$ cat src/rtl/div_issue_ctrl.sv
// Issue controller for a fixed-latency signed 8-bit divider: registers operands,
// tracks in-flight requests with a tag pipeline and buffers results in a credit-guarded FWFT FIFO.
module div_issue_ctrl #(
    parameter int LAT   = 4,
    parameter int DEPTH = 4
) (
    input  logic       clk,
    input  logic       rst_n,
    input  logic       req_valid,
    output logic       req_ready,
    input  logic [7:0] req_dividend,
    input  logic [7:0] req_divisor,
    output logic [7:0] dividend,
    output logic [7:0] divisor,
    input  logic [7:0] quotient,
    input  logic [7:0] reminder,
    output logic       rsp_valid,
    input  logic       rsp_ready,
    output logic [7:0] rsp_quotient,
    output logic [7:0] rsp_reminder,
    output logic       rsp_dz
);

    localparam int CW = $clog2(DEPTH + 1);
    localparam int PW = $clog2(DEPTH);
    localparam logic [CW-1:0] DEPTH_C  = CW'(DEPTH);
    localparam logic [PW-1:0] PTR_LAST = PW'(DEPTH - 1);

    logic [LAT-1:0] r_tag_valid;
    logic [LAT-1:0] r_tag_dz;
    logic [CW-1:0]  r_count;
    logic [CW-1:0]  r_occ;
    logic [PW-1:0]  r_wr_ptr;
    logic [PW-1:0]  r_rd_ptr;
    logic [16:0]    r_mem [DEPTH];

    logic        w_accept;
    logic        w_pop;
    logic        w_push;
    logic [16:0] w_push_data;
    logic [16:0] w_head;

    // Credits cover both in-flight tags and stored entries, so a push always finds room.
    assign req_ready   = (r_count < DEPTH_C);
    assign w_accept    = req_valid && req_ready;
    assign rsp_valid   = (r_occ != '0);
    assign w_pop       = rsp_valid && rsp_ready;
    assign w_push      = r_tag_valid[LAT-1];
    assign w_push_data = r_tag_dz[LAT-1] ? {16'h0000, 1'b1} : {quotient, reminder, 1'b0};
    assign w_head      = r_mem[r_rd_ptr];

    assign rsp_quotient = rsp_valid ? w_head[16:9] : 8'h00;
    assign rsp_reminder = rsp_valid ? w_head[8:1]  : 8'h00;
    assign rsp_dz       = rsp_valid ? w_head[0]    : 1'b0;

    function automatic logic [PW-1:0] ptr_inc(input logic [PW-1:0] p);
        return (p == PTR_LAST) ? '0 : p + PW'(1);
    endfunction

    always_ff @(posedge clk) begin
        if (!rst_n) begin
            dividend    <= 8'h00;
            divisor     <= 8'h00;
            r_tag_valid <= '0;
            r_tag_dz    <= '0;
        end else begin
            if (w_accept) begin
                dividend <= req_dividend;
                divisor  <= req_divisor;
            end
            r_tag_valid[0] <= w_accept;
            r_tag_dz[0]    <= w_accept && (req_divisor == 8'h00);
            for (int i = 1; i < LAT; i++) begin
                r_tag_valid[i] <= r_tag_valid[i-1];
                r_tag_dz[i]    <= r_tag_dz[i-1];
            end
        end
    end

    always_ff @(posedge clk) begin
        if (!rst_n) begin
            r_count  <= '0;
            r_occ    <= '0;
            r_wr_ptr <= '0;
            r_rd_ptr <= '0;
        end else begin
            case ({w_accept, w_pop})
                2'b10:   r_count <= r_count + CW'(1);
                2'b01:   r_count <= r_count - CW'(1);
                default: r_count <= r_count;
            endcase
            case ({w_push, w_pop})
                2'b10:   r_occ <= r_occ + CW'(1);
                2'b01:   r_occ <= r_occ - CW'(1);
                default: r_occ <= r_occ;
            endcase
            if (w_push) begin
                r_wr_ptr <= ptr_inc(r_wr_ptr);
            end
            if (w_pop) begin
                r_rd_ptr <= ptr_inc(r_rd_ptr);
            end
        end
    end

    always_ff @(posedge clk) begin
        if (w_push) begin
            r_mem[r_wr_ptr] <= w_push_data;
        end
    end

endmodule
$ cat config.mk
export PLATFORM = sky130hd
export DESIGN_NAME = div_issue_ctrl
export DESIGN_NICKNAME = d
export VERILOG_FILES = /design/src/rtl/div_issue_ctrl.sv
export SDC_FILE = /design/constraint.sdc
export NUM_CORES = 1
export LEC_CHECK = 0
export BUFFER_PORTS_ARGS = -buffer_cell sky130_fd_sc_hd__buf_2
export CAP_MARGIN = 10
export CELL_PAD_IN_SITES_DETAIL_PLACEMENT = 1
export CELL_PAD_IN_SITES_GLOBAL_PLACEMENT = 1
export CORE_MARGIN = 10
export CORE_UTILIZATION = 41
export DETAILED_ROUTE_END_ITERATION = 16
export PLACE_DENSITY = 0.75
export SLEW_MARGIN = 20
export SYNTH_ARGS = -nofsm -noshare
export SYNTH_HDL_FRONTEND = slang
export SYNTH_SLANG_ARGS = --single-unit
$ cat constraint.sdc
create_clock -name clk -period 2 [get_ports clk]
set_input_delay 0.3 -clock clk [delete_from_list [all_inputs] [get_ports clk]]
set_output_delay 0.3 -clock clk [all_outputs]
set_load 0.01 [all_outputs]
==> report_table.html <==
<table>
<tr><th>Metric</th><th>Value</th></tr>
<tr><th colspan="2">STA</th></tr>
<tr><td>Max frequency</td><td>494 MHz</td></tr>
<tr><td>Pins Over Slew Limit</td><td>0</td></tr>
<tr><td>Transition time at the pin with the least slew margin</td><td>910 ps</td></tr>
<tr><td>Final clock period utilization by the worst path</td><td>1.01</td></tr>
<tr><td>Hold Violations, Final</td><td>0</td></tr>
<tr><td>Time the final worst path needs with I/O delays and setup</td><td>2030 ps</td></tr>
<tr><td>Post-route clock skew</td><td>16.7 ps</td></tr>
<tr><td>Relative slew margins</td><td>0.394</td></tr>
<tr><td>Final setup viols</td><td>7</td></tr>
<tr><td>Worst setup slack after layout</td><td>-25.2 ps</td></tr>
<tr><td>Worst slack on hold paths</td><td>166 ps</td></tr>
<tr><td>Final sum of negative setup slack</td><td>-115 ps</td></tr>
<tr><td>Setup repair after global routing missed its margin</td><td>yes</td></tr>
<tr><th colspan="2">Power</th></tr>
<tr><td>Pwr per Cell Area</td><td>between 800 and 900 nW/um2</td></tr>
<tr><td>Static leakage</td><td>0.00188 uW</td></tr>
<tr><td>Post-layout total power</td><td>a little over 4000 uW</td></tr>
<tr><td>Peak supply drop</td><td>around 0.43 mV</td></tr>
<tr><th colspan="2">Routing</th></tr>
<tr><td>Detail-routed via count per cell</td><td>approximately 5</td></tr>
<tr><td>Final WL</td><td>8760 um</td></tr>
<tr><td>Routed vias</td><td>roughly 2,500</td></tr>
<tr><td>Residual DRC</td><td>0</td></tr>
<tr><td>WL per Instance</td><td>between 15 and 20 um</td></tr>
<tr><td>Detailed-routing iteration count for the pre-antenna-repair pass</td><td>4</td></tr>
<tr><td>Antenna Violating Nets Remaining</td><td>0</td></tr>
<tr><td>DRC marker count from the first detailed-route iteration</td><td>98</td></tr>
<tr><th colspan="2">Worst setup path</th></tr>
<tr><td>Buf+Inv Stages, Crit Path</td><td>2</td></tr>
<tr><td>Type of the worst setup path</td><td>flop to output port</td></tr>
<tr><td>Length in cells of the worst reg-to-reg path</td><td>8</td></tr>
<tr><td>Cell family contributing the most delay on the critical path</td><td>multiplexers</td></tr>
<tr><td>Required time of the critical path</td><td>1700 ps</td></tr>
<tr><td>Launching point of the worst reg2reg path</td><td>r_occ[1]</td></tr>
<tr><td>Worst reg2reg endpoint</td><td>r_count[2]</td></tr>
<tr><td>Max incr delay on CP</td><td>520 ps</td></tr>
<tr><td>List of cells traversed by the critical path</td><td>buf_12 -&gt; mux4_2 -&gt; nor2b_1 -&gt; buf_2</td></tr>
<tr><td>Cell with the biggest individual delay on the critical path</td><td>sky130_fd_sc_hd__mux4_2</td></tr>
<tr><td>Data arrival time of the critical path</td><td>1730 ps</td></tr>
<tr><td>Setup slack on the worst flop-to-flop path</td><td>180 ps</td></tr>
<tr><td>Maximum net fanout on the critical path</td><td>9</td></tr>
<tr><td>Category of the worst setup path launch point</td><td>flop</td></tr>
<tr><td>Type of destination of the critical path</td><td>output port</td></tr>
<tr><th colspan="2">Clock network</th></tr>
<tr><td>Clock transition at the registers of the reported paths</td><td>100 ps</td></tr>
<tr><td>TritonCTS buffer count</td><td>9</td></tr>
<tr><td>Sinks on the clock net</td><td>between 100 and 150</td></tr>
<tr><td>H-Tree Level Count</td><td>3</td></tr>
<tr><td>Root cell of the clock tree</td><td>sky130_fd_sc_hd__clkbuf_8</td></tr>
<tr><td>Bufs on Longest Clock Path</td><td>2</td></tr>
<tr><td>Hold bufs inserted after CTS</td><td>0</td></tr>
<tr><td>Insertion delay to the later sink of the worst-skew pair</td><td>~380 ps</td></tr>
<tr><td>CTS tree</td><td>built</td></tr>
<tr><th colspan="2">Min path</th></tr>
<tr><td>Startpoint of the tightest hold check path</td><td>req_dividend[2]</td></tr>
<tr><td>Number of instances on the worst hold path</td><td>3</td></tr>
<tr><td>Classification of the worst-slack hold path</td><td>input port to flop</td></tr>
<tr><td>End point of the worst hold path</td><td>dividend[2]</td></tr>
<tr><th colspan="2">Outcome</th></tr>
<tr><td>Outcome</td><td>finished with violations</td></tr>
<tr><td>Violated checks</td><td>setup timing</td></tr>
<tr><th colspan="2">Global route</th></tr>
<tr><td>Via count of the first global-routing pass</td><td>2,788</td></tr>
<tr><td>Global-route wire length before repair</td><td>about 14,000 um</td></tr>
<tr><td>Antenna violations before repair</td><td>1</td></tr>
<tr><td>Total congestion overflow after global routing</td><td>0</td></tr>
<tr><td>Largest net degree at the start of global routing</td><td>36</td></tr>
<tr><td>GRT Max-Usage Layer</td><td>met2</td></tr>
<tr><td>Combined global-route utilization of all metal layers</td><td>0.125</td></tr>
<tr><td>GR met3 Demand/Resource</td><td>0.0624</td></tr>
<tr><td>GR met1 Demand/Resource</td><td>0.136</td></tr>
<tr><td>GR met2 Demand/Resource</td><td>0.212</td></tr>
<tr><th colspan="2">Logic synthesis</th></tr>
<tr><td>Part of the Yosys area used for sequential elements</td><td>0.656</td></tr>
<tr><td>Post-Synthesis Cell Area</td><td>between 4000 and 5000 um2</td></tr>
<tr><td>Mean cell area of the mapped netlist</td><td>14.7 um2</td></tr>
<tr><td>Synth warnings</td><td>0</td></tr>
<tr><td>Top-area cell type share of the netlist area</td><td>0.485</td></tr>
<tr><td>Mapped Cells</td><td>286</td></tr>
<tr><td>Flip-flop and latch count after synthesis</td><td>roughly 100</td></tr>
<tr><td>Synthesized netlist net count</td><td>331</td></tr>
<tr><td>Library cell with the largest summed area after synthesis</td><td>sky130_fd_sc_hd__edfxtp_1</td></tr>
<tr><td>Synth top area cells</td><td>sky130_fd_sc_hd__edfxtp_1, sky130_fd_sc_hd__dfxtp_1, sky130_fd_sc_hd__mux4_2</td></tr>
<tr><td>Unique cell type count in the Yosys netlist</td><td>31</td></tr>
<tr><th colspan="2">Floorplan</th></tr>
<tr><td>Starting utilization of the core area</td><td>0.425</td></tr>
<tr><td>Die Y</td><td>121 um</td></tr>
<tr><td>I/O pins</td><td>71</td></tr>
<tr><td>Width of the die</td><td>121 um</td></tr>
<tr><td>Die ar.</td><td>14,700 um2</td></tr>
<tr><td>Standard cell core area</td><td>9910 um2</td></tr>
<tr><td>Standard-cell row count</td><td>36</td></tr>
<tr><th colspan="2">Cells and area</th></tr>
<tr><td># nets final</td><td>414</td></tr>
<tr><td>Area used by multi-input combinational logic</td><td>1300 um2</td></tr>
<tr><td>Filler cell count in the final layout</td><td>1,016</td></tr>
<tr><td>Area growth, synth to finish</td><td>19.1%</td></tr>
<tr><td>Top library cells by usage in the layout, fill and taps aside</td><td>sky130_fd_sc_hd__edfxtp_1, sky130_fd_sc_hd__buf_2, sky130_fd_sc_hd__nand2_1</td></tr>
<tr><td>Sequential standard cell area</td><td>2770 um2</td></tr>
<tr><td>Fraction of layout cells with a size suffix above 1</td><td>0.340</td></tr>
<tr><td>Most common cell after layout, fill and taps aside</td><td>sky130_fd_sc_hd__edfxtp_1</td></tr>
<tr><td>Ant diodes</td><td>0</td></tr>
<tr><th colspan="2">Placement</th></tr>
<tr><td>Final weighted congestion of routability-driven global placement</td><td>0.661</td></tr>
<tr><td>Half-perimeter wire length after placement</td><td>5940 um</td></tr>
<tr><td>Total of buffers placed on input and output ports</td><td>70</td></tr>
<tr><td>DP Worst Slack</td><td>24.7 ps</td></tr>
<tr><th colspan="2">Run</th></tr>
<tr><td>Max-cap violation count</td><td>0</td></tr>
</table>
[power breakdown]
group / switching [uW] / total (uW) / internal, uW
Combinational: 195 / 377 / 182
Sequential: 26.0 / 2350 / 2330
Clock: 755 / 1360 / 607
Total: 976 / 4090 / 3120
[cells in the mapped netlist]
master,n
sky130_fd_sc_hd__nor2b_4,3
sky130_fd_sc_hd__nor2b_1,33
sky130_fd_sc_hd__inv_1,13
sky130_fd_sc_hd__xnor2_1,2
sky130_fd_sc_hd__edfxtp_1,68
sky130_fd_sc_hd__and2_1,15
sky130_fd_sc_hd__a21boi_1,2
sky130_fd_sc_hd__and3_1,1
sky130_fd_sc_hd__nand2_1,36
sky130_fd_sc_hd__nor3_4,1
sky130_fd_sc_hd__o21ai_0,8
sky130_fd_sc_hd__ha_1,7
sky130_fd_sc_hd__nor2_1,1
sky130_fd_sc_hd__mux4_2,10
sky130_fd_sc_hd__nor3b_1,1
sky130_fd_sc_hd__dfxtp_1,36
sky130_fd_sc_hd__nor4_1,2
sky130_fd_sc_hd__clkbuf_1,4
sky130_fd_sc_hd__inv_2,1
sky130_fd_sc_hd__mux2i_1,1
sky130_fd_sc_hd__xor2_1,2
sky130_fd_sc_hd__buf_6,1
sky130_fd_sc_hd__a21oi_1,1
sky130_fd_sc_hd__o31ai_2,1
sky130_fd_sc_hd__buf_2,6
sky130_fd_sc_hd__buf_12,1
sky130_fd_sc_hd__or3_1,2
sky130_fd_sc_hd__mux4_1,7
sky130_fd_sc_hd__nand3_1,2
sky130_fd_sc_hd__a21boi_0,16
sky130_fd_sc_hd__fa_1,2
[sequential cells by signal (all words and copies together) (netlist names), named ones only]
signal / count
r_tag_dz: 4
r_tag_valid: 4
r_rd_ptr: 2
r_wr_ptr: 2
divisor: 8
r_mem: 68
r_count: 3
dividend: 8
r_occ: 3
[final cells by class]
class / count / share of cell area
tap: 133 / 0.0332
inverter: 14 / 0.0110
multi-input combinational: 156 / 0.259
timing repair buffer: 84 / 0.103
clock buffer: 9 / 0.0247
sequential: 104 / 0.552
clock inverter: 7 / 0.0170
[cells by family after synthesis]
logic type                 share of synthesized area
and+or+nand+nor                                0.130
DFF                                            0.656
buffers and inverters                         0.0306
AOI/OAI and AO/OA                             0.0458
muxes                                         0.0995
xor gates and xnor gates                     0.00832
adders and majority gates                     0.0303
[metal layers]
layer	wire, um	up-vias
met4	95	2
met5	18	-
li1	-	1178
met1	3610	1232
met2	4340	63
met3	697	8
[what timing repair did]
| item | CTS | global route |
|---|---|---|
| cloned | 1 | 0 |
| setup endpoints to repair | 17 | 19 |
| pin swaps | 0 | 0 |
| gates resized for setup | 13 | 4 |
| buffers inserted | 0 | 0 |
[metrics by stage]
step | instances | util | instance area, um2
after floorplan | 286 | - | 4230
after global placement | 490 | 0.482 | 4780
after detailed placement | 490 | 0.482 | 4780
after CTS | 507 | 0.506 | 5010
after global routing | 507 | 0.506 | 5020
final | 507 | 0.506 | 5020
[tightest hold or removal path: cells and delay by family]
family / cells / cell delay (ps)
buffers and inverters: 1 / 100
AO/OA/AOI/OAI: 1 / 60
AND/OR/NAND/NOR: 1 / 40
[how the worst max path moves through the flow]
stage / start / slack [ps] / endpoint / cells after the start
4_1_cts: flop / -60 / rsp_quotient[1] / 4
3_3_place_gp: req_valid / 150 / r_count[2] / 9
2_1_floorplan: req_valid / 5 / r_count[2] / 10
6_report: flop / -30 / rsp_dz / 4
3_5_place_dp: req_valid / 20 / r_count[2] / 9
5_1_grt: flop / -100 / rsp_reminder[1] / 4
Power figures use the tool's default switching activity.
